$ cat config.mk
export PLATFORM = sky130hd
export DESIGN_NAME = srt_div_ctrl_flat
export DESIGN_NICKNAME = d
export VERILOG_FILES = /design/src/rtl/srt_div_ctrl_if.sv /design/src/rtl/srt_div_ctrl.sv /design/src/flat_wrapper.sv
export SDC_FILE = /design/constraint.sdc
export NUM_CORES = 1
export LEC_CHECK = 0
export ABC_AREA = 1
export CAP_MARGIN = 20
export CORE_MARGIN = 4
export CORE_UTILIZATION = 50
export CTS_BUF_LIST = sky130_fd_sc_hd__clkbuf_4 sky130_fd_sc_hd__clkbuf_8
export DETAILED_ROUTE_END_ITERATION = 6
export GPL_TIMING_DRIVEN = 0
export PLACE_DENSITY = 0.77
export RECOVER_POWER = 50
export SLEW_MARGIN = 0
export SYNTH_ARGS = -nofsm -noshare
export SYNTH_HDL_FRONTEND = slang
export SYNTH_SLANG_ARGS = --single-unit
$ cat constraint.sdc
create_clock -name clk -period 3.8 [get_ports clk]
set_input_delay 0.76 -clock clk [delete_from_list [all_inputs] [get_ports clk]]
set_output_delay 0.76 -clock clk [all_outputs]
set_load 0.03 [all_outputs]
$ cat src/rtl/srt_div_ctrl_if.sv
// Purpose: operand/result handshake bundle between the issue logic and the
//          radix-2 SRT divide controller.
// Signals:
//   in_valid/in_ready    operand pair handshake (dvd_i, dvs_i)
//   flush                synchronous abort of the in-flight operation
//   out_valid/out_ready  result handshake (quo_o, rem_o, dz_o)
//   busy_o               controller not idle
// Modports: master = issue side, slave = divide controller.
interface srt_div_ctrl_if #(parameter int WID = 8);
  logic           in_valid;
  logic           in_ready;
  logic [WID-1:0] dvd_i;
  logic [WID-1:0] dvs_i;
  logic           flush;
  logic           out_valid;
  logic           out_ready;
  logic [WID-1:0] quo_o;
  logic [WID-1:0] rem_o;
  logic           dz_o;
  logic           busy_o;

  modport master (
    output in_valid, dvd_i, dvs_i, flush, out_ready,
    input  in_ready, out_valid, quo_o, rem_o, dz_o, busy_o
  );

  modport slave (
    input  in_valid, dvd_i, dvs_i, flush, out_ready,
    output in_ready, out_valid, quo_o, rem_o, dz_o, busy_o
  );
endinterface

$ cat src/rtl/srt_div_ctrl.sv
// Purpose: iterative radix-2 SRT divider controller. One quotient digit per
//          clock from a redundant {-1,0,+1} digit set, on-the-fly quotient
//          conversion, final sign correction, fixed latency.
// Ports:
//   clk   clock, rising edge
//   rst   asynchronous active-high reset
//   bus   srt_div_ctrl_if.slave: operand handshake, flush, result handshake,
//         busy indication
module srt_div_ctrl #(
  parameter int WID = 8
) (
  input  logic          clk,
  input  logic          rst,
  srt_div_ctrl_if.slave bus
);

  localparam int SW = $clog2(WID + 2);
  localparam int CW = $clog2(WID + 2);
  localparam int RW = WID + 2;

  typedef enum logic [2:0] {IDLE, NORM, ITER, FIX, DONE} state_t;

  state_t         state, state_nxt;
  logic [WID-1:0] dvd_q, dvs_q, dnorm;
  logic [SW-1:0]  shamt, lzc;
  logic [CW-1:0]  cnt;
  logic [RW-1:0]  w_q, w2, d2, w_next, w_fix;
  logic [WID-1:0] q_q, qm_q, q_fix;
  logic [WID-1:0] quo_q, rem_q, rem_next;
  logic           dz_q, dz_out_q;
  logic [2:0]     top3;
  logic           pos, neg, active, accept, in_ready;

  // Residual is kept against twice the normalised divisor, so the raw
  // dividend is already inside the convergence bound |W| <= 2D.
  assign w2   = {w_q[RW-2:0], 1'b0};
  assign d2   = {1'b0, dnorm, 1'b0};
  assign top3 = w_q[RW-1:RW-3];
  assign pos  = !top3[2] && (top3 != 3'b000);
  assign neg  = top3[2] && (top3 != 3'b111);

  always_comb begin
    w_next = w2;
    if (pos)      w_next = w2 - d2;
    else if (neg) w_next = w2 + d2;
  end

  // The first WID-s iteration slots leave the residual untouched, so only
  // s+1 digits are generated and Q lands as an integer quotient directly.
  assign active = (int'(cnt) + int'(shamt)) >= WID;

  always_comb begin
    lzc = SW'(WID);
    for (int i = 0; i < WID; i++)
      if (dvs_q[i]) lzc = SW'(WID - 1 - i);
  end

  assign w_fix    = w_q[RW-1] ? (w_q + d2) : w_q;
  assign q_fix    = w_q[RW-1] ? qm_q : q_q;
  assign rem_next = WID'(w_fix >> (shamt + SW'(1)));

  assign accept = bus.in_valid && in_ready && !bus.flush;

  always_ff @(posedge clk or posedge rst) begin
    if (rst) state <= IDLE;
    else     state <= state_nxt;
  end

  always_comb begin
    state_nxt = state;
    if (bus.flush) begin
      state_nxt = IDLE;
    end else begin
      case (state)
        IDLE: if (bus.in_valid) state_nxt = NORM;
        NORM: state_nxt = ITER;
        ITER: if (cnt == CW'(WID)) state_nxt = FIX;
        FIX:  state_nxt = DONE;
        DONE: if (bus.out_ready) state_nxt = bus.in_valid ? NORM : IDLE;
        default: state_nxt = IDLE;
      endcase
    end
  end

  always_comb begin
    in_ready      = (state == IDLE) || ((state == DONE) && bus.out_ready);
    bus.in_ready  = in_ready;
    bus.out_valid = (state == DONE);
    bus.busy_o    = (state != IDLE);
  end

  assign bus.quo_o = quo_q;
  assign bus.rem_o = rem_q;
  assign bus.dz_o  = dz_out_q;

  // QM tracks Q-1 so a -1 digit never needs a borrow through Q.
  always_ff @(posedge clk or posedge rst) begin
    if (rst) begin
      dvd_q    <= '0;
      dvs_q    <= '0;
      dnorm    <= '0;
      shamt    <= '0;
      cnt      <= '0;
      w_q      <= '0;
      q_q      <= '0;
      qm_q     <= '0;
      dz_q     <= 1'b0;
      quo_q    <= '0;
      rem_q    <= '0;
      dz_out_q <= 1'b0;
    end else begin
      if (accept) begin
        dvd_q <= bus.dvd_i;
        dvs_q <= bus.dvs_i;
      end
      case (state)
        NORM: begin
          shamt <= lzc;
          dnorm <= dvs_q << lzc;
          w_q   <= {2'b00, dvd_q};
          q_q   <= '0;
          qm_q  <= '1;
          cnt   <= '0;
          dz_q  <= (dvs_q == '0);
        end
        ITER: begin
          cnt <= cnt + CW'(1);
          if (active) begin
            w_q <= w_next;
            if (pos) begin
              q_q  <= WID'({q_q, 1'b1});
              qm_q <= WID'({q_q, 1'b0});
            end else if (neg) begin
              q_q  <= WID'({qm_q, 1'b1});
              qm_q <= WID'({qm_q, 1'b0});
            end else begin
              q_q  <= WID'({q_q, 1'b0});
              qm_q <= WID'({qm_q, 1'b1});
            end
          end
        end
        FIX: begin
          if (!bus.flush) begin
            quo_q    <= dz_q ? '1 : q_fix;
            rem_q    <= dz_q ? dvd_q : rem_next;
            dz_out_q <= dz_q;
          end
        end
        default: ;
      endcase
    end
  end

endmodule

$ cat src/flat_wrapper.sv
// flat-port wrapper written by rule: the top's interface ports become plain ports
module srt_div_ctrl_flat 
#(
  parameter int WID = 8
)
  (clk, rst, bus_in_valid, bus_dvd_i, bus_dvs_i, bus_flush, bus_out_ready, bus_in_ready, bus_out_valid, bus_quo_o, bus_rem_o, bus_dz_o, bus_busy_o);
  srt_div_ctrl_if #(.WID(WID)) bus_i ();
  input  logic clk;
  input  logic rst;
  input wire logic [$bits(bus_i.in_valid)-1:0] bus_in_valid;
  input wire logic [$bits(bus_i.dvd_i)-1:0] bus_dvd_i;
  input wire logic [$bits(bus_i.dvs_i)-1:0] bus_dvs_i;
  input wire logic [$bits(bus_i.flush)-1:0] bus_flush;
  input wire logic [$bits(bus_i.out_ready)-1:0] bus_out_ready;
  output wire logic [$bits(bus_i.in_ready)-1:0] bus_in_ready;
  output wire logic [$bits(bus_i.out_valid)-1:0] bus_out_valid;
  output wire logic [$bits(bus_i.quo_o)-1:0] bus_quo_o;
  output wire logic [$bits(bus_i.rem_o)-1:0] bus_rem_o;
  output wire logic [$bits(bus_i.dz_o)-1:0] bus_dz_o;
  output wire logic [$bits(bus_i.busy_o)-1:0] bus_busy_o;
  assign bus_i.in_valid = bus_in_valid;
  assign bus_i.dvd_i = bus_dvd_i;
  assign bus_i.dvs_i = bus_dvs_i;
  assign bus_i.flush = bus_flush;
  assign bus_i.out_ready = bus_out_ready;
  assign bus_in_ready = bus_i.in_ready;
  assign bus_out_valid = bus_i.out_valid;
  assign bus_quo_o = bus_i.quo_o;
  assign bus_rem_o = bus_i.rem_o;
  assign bus_dz_o = bus_i.dz_o;
  assign bus_busy_o = bus_i.busy_o;
  srt_div_ctrl #(.WID(WID)) u_core (.clk(clk), .rst(rst), .bus(bus_i));
endmodule
* Word-level counts from Yosys, hierarchy flattened
Cells that the tools add are included.
Cells by class: $add $sub $neg 6, $lt $le $gt $ge 1, equality and inequality tests 10, shifts and indexed selects 2, muxes and demuxes 31, bitwise operators 1, reduce and logical (&&, ||, !) cells 16
Operators by type and width (number):
- $mux 8 | 8
- $mux 10 | 4
- $ge 32x5->1 const B | 1
- $mux 4 | 8
- $pmux 8 s2 | 2
- $add 10x9->10 | 2
- $pmux 10 s2 | 1
- $pmux 3 s5 | 1
- $mux 3 | 4
- $shr 10x4->8 | 1
- $sub 10x9->10 | 1
- $ne 3x3->1 const B | 3
- $add 4x1->4 const B | 2
- $logic_not 8->1 | 1
- $pmux 4 s2 | 1
- $shl 8x4->8 | 1
- $eq 3x2->1 const B | 2
- $reduce_bool 3->1 | 2
- $add 4x4->5 | 1
- $logic_and 1x1->1 | 5
- $eq 4x4->1 const B | 1
- $reduce_and 2->1 | 2
- $eq 3x1->1 const B | 1
- $eq 3x3->1 const B | 1
- 9 further kinds | 11
Storage, ports and cells: register bits after elaboration 79, input port bits 21, logic and storage cells 80

* Longest topological paths before layout
word-level depth 9, depth in mapped cells 16

* Worst setup path after synthesis
No wires, ideal clock.
kind flip-flop to flip-flop, start point register u_core.w_q[1], end point register u_core.rem_q[0], in the netlist u_core.bus.rem_o[0], setup time 117 ps, arrival 1898 ps, required time 3683 ps, setup slack 1785 ps, stages on the path, launching flop included 15, clock period less this slack 2015 ps, path through dfrtp_1 ha_1 fa_1 nand2_1 nand2_1 nand3_1 nand3_1 nand3_1 nand3_1 nand3_1 nand3_1 nand2_1 nand2_1 nand2_1 nand2_1
Between the ends: cells in the longest elaborated chain, start to end 4
Ends and longest elaborated chain:
- start, declared | RTL line srt_div_ctrl.sv:27 | logic [RW-1:0] w_q, w2, d2, w_next, w_fix;
- start signal, assigned | RTL line srt_div_ctrl.sv:120 | w_q <= {2'b00, dvd_q};
- start signal, assigned | RTL line srt_div_ctrl.sv:129 | w_q <= w_next;
- $add 10x9->10 | RTL line srt_div_ctrl.sv:58 | assign w_fix = w_q[RW-1] ? (w_q + d2) : w_q;
- $mux 10 (*) | RTL line srt_div_ctrl.sv:58
- $shr 10x4->8 (*) | RTL line srt_div_ctrl.sv:60 | assign rem_next = WID'(w_fix >> (shamt + SW'(1)));
- $mux 8 (*) | RTL line srt_div_ctrl.sv:145 | rem_q <= dz_q ? dvd_q : rem_next;
- end signal, assigned | RTL line srt_div_ctrl.sv:145
- end, declared | RTL line srt_div_ctrl.sv:29 | logic [WID-1:0] quo_q, rem_q, rem_next;
Every way passes the cells marked *; elsewhere a longest branch is shown, timed or not. A chain may end at the register's enable or synchronous reset.

==> metrics <==
Yosys top cell area share=36.1%; Placed Cells=897; max frequency=344 MHz; Final Net Count=828; period utilization=76.5%; total power=5.87 mW; Lkg Pwr=3.03 nW; fraction of the yosys area taken by sequential cells=36.1%; Vias/cell=5.69; failing checks=max-capacitance violations, max-slew violations; worst path arrival time=3.25 ns; count leader, synth=nand2_1; Req. time, crit path=4.14 ns; synth cell count leaders=172 x nand2_1, 79 x dfrtp_1, 78 x inv_1; Mapped Avg Cell Area=7.61 um2; vias post-DR=5199; Worst Hold Class=reg2reg; ranking of synthesized cells by area=dfrtp_1 36%, nand2_1 12%, ha_1 7.1%, inv_1 5.3%, nand3_1 4.9%; Mapped Area=0.00548 mm2; CTS sink cnt=79; status=finished, violations left; diode count=0; die outline height=113 um; Post-CTS Resized=0; Num CTS Buffers=9; root buf cell=clkbuf_8; Antenna Nets Post-Route=0; RSZ-0062 raised after global routing=no; Tmin final=2.91 ns; first-pass GRT wire length=23800 um; die area=0.0127 mm2; Most used DFF post-synth=dfrtp_1; residual DRC count=0; Cell Pwr Density=941 mW/mm2; crit-path max FO=40; clock buffer depth=2; Worst Setup Start Kind=input port; Hold Startpoint=u_core.bus.dz_o; initial core utilization=52.1%; worst-margin pin slew=1.70 ns; pin count of the biggest net entering global routing=41; kind of critical path=in2async; Setup Buffers After CTS=0; 1st-iter DRT viols=452; CTS clk-pin slew, worst paths=0.09 ns; Slew HR=-14.1%; share of cells above drive strength 1=9.65%; Worst Setup End Kind=asynchronous set/reset pin; EDFF count, synth=0; Reg-to-Reg End=u_core.qm_q[1]; worst hold path depth=2; dominant cell type by area after synthesis=dfrtp_1; core area=0.0105 mm2; Post-CTS Hold Buffers=0; Max-Cap Viols=1; Final Setup Violations=0; RR Startpoint=u_core.state[2]; Worst Hold Endpoint=u_core.bus.dz_o; fin. max-slew vios=41; IO Count=41; CTS tree=built; vias in the first global route=5075; Ys Warns=0; # rows=37; maximum level of the CTS H-tree=3; die width=113 um; WL final=14300 um; drt pass-1 iters=5; hpwl dp=11100 um; Area Growth Syn to Fin=14.0%; worst vdd ir=469 uV; Wirelength per Cell=15.6 um; port bufs=40; initial antenna violation count=0; cell count after synthesis=720; Worst-Skew Late Latency=0.37 ns; Non-Filler Instances=913; clk_skew=0.0151 ns; flop2flop setup slack=1.05 ns; synthesized net count=776; asr flop ratio synth=100%; Synth Register Bits=79; Final Hold Viols=0; Congestion Overflow GR=0; gr usage total=23.0%; Fillers=968; R2R cell count=7; Unique masters post-synth=54; placer congestion estimate=0.931
## report_power, final
part           internal (mW)  switching [mW]  total (mW)
sequential              1.19           0.353        1.54
clock                  0.338           0.315       0.653
combinational           1.33            2.35        3.68
total                   2.85            3.02        5.87
## area by class of cell
class	count	area, um2	share of cell area, %
Multi-Input combinational cell	528	3010	48.2
Sequential cell	79	1980	31.7
Timing Repair Buffer	41	405	6.50
Inverter	92	350	5.61
Tap cell	136	170	2.73
Clock buffer	11	151	2.43
Buffer	21	121	1.94
Clock inverter	5	56.3	0.902
## cell families after synthesis
kind of cell,Yosys count,share of synthesized area [%]
muxes,10,2.28
DFF,79,36.1
buffers and inverters,113,8.64
adders and majority gates,35,8.54
xor gates and xnor gates,5,1.07
and+or+nand+nor,307,24.9
AOI/OAI and AO/OA,171,18.5
## critical path, stage by stage
cell           delay (ns)
dlygate4sd3_1        0.55
clkinvlp_2           0.98
clkbuf_2             0.93
## layer usage
layer | global-route usage (%) | vias to the layer above | wire length, um
li1 | - | 2525 | -
met1 | 30.1 | 2500 | 6460
met2 | 38.0 | 141 | 6770
met3 | 4.26 | 33 | 596
met4 | 8.73 | 0 | 437
met5 | 0 | - | 0
## through the flow
step                instance area (um2)  setup WS, ns  utilization, %  setup TNS [ns]  hold WS, ns
global route                       6240         0.435            59.4               0        0.531
detailed placement                 6070         0.927            57.8               0        0.468
global placement                   6050        -0.152            57.5          -11.70        0.465
finish                             6240         0.893            59.4               0        0.489
CTS                                6280         0.915            59.7               0        0.490
floorplan                          5480          1.02               -               0        0.482
## flip-flops by register name, indices dropped and copies added (netlist names)
| name | count |
|---|---|
| u_core.bus.dz_o | 1 |
| u_core.bus.quo_o | 8 |
| u_core.bus.rem_o | 8 |
| u_core.cnt | 4 |
| u_core.dnorm | 8 |
| u_core.dvd_q | 8 |
| u_core.dvs_q | 8 |
| u_core.dz_q | 1 |
| u_core.q_q | 8 |
| u_core.qm_q | 8 |
| u_core.shamt | 4 |
| u_core.state | 3 |
| u_core.w_q | 10 |
## worst max path at each step
stage / startpoint / to / slack, ns / cells after the start
detailed placement: bus_out_ready / bus_in_ready / 0.93 / 4
finish: rst / u_core.w_q[6] / 0.89 / 3
floorplan: rst / u_core.bus.dz_o / 1.02 / 1
global route: rst / u_core.w_q[6] / 0.43 / 3
global placement: rst / u_core.q_q[5] / -0.15 / 2
CTS: bus_out_ready / bus_in_ready / 0.92 / 4
## layout by cell type (no fill, tap or decap), types with 7 or more instances in the layout
| cell type | count |
|---|---|
| nand3_1 | 54 |
| a21oi_1 | 50 |
| inv_1 | 77 |
| o22ai_1 | 14 |
| nand4_1 | 7 |
| o21ai_0 | 54 |
| o21ai_1 | 8 |
| dfrtp_1 | 79 |
| o211ai_1 | 15 |
| ha_1 | 31 |
| clkdlybuf4s50_1 | 39 |
| nand2_1 | 173 |
| nor2_1 | 49 |
| inv_2 | 10 |
| buf_2 | 10 |
| clkbuf_8 | 11 |
| a31oi_1 | 7 |
Note: power is estimated with default switching activity, not from simulation.
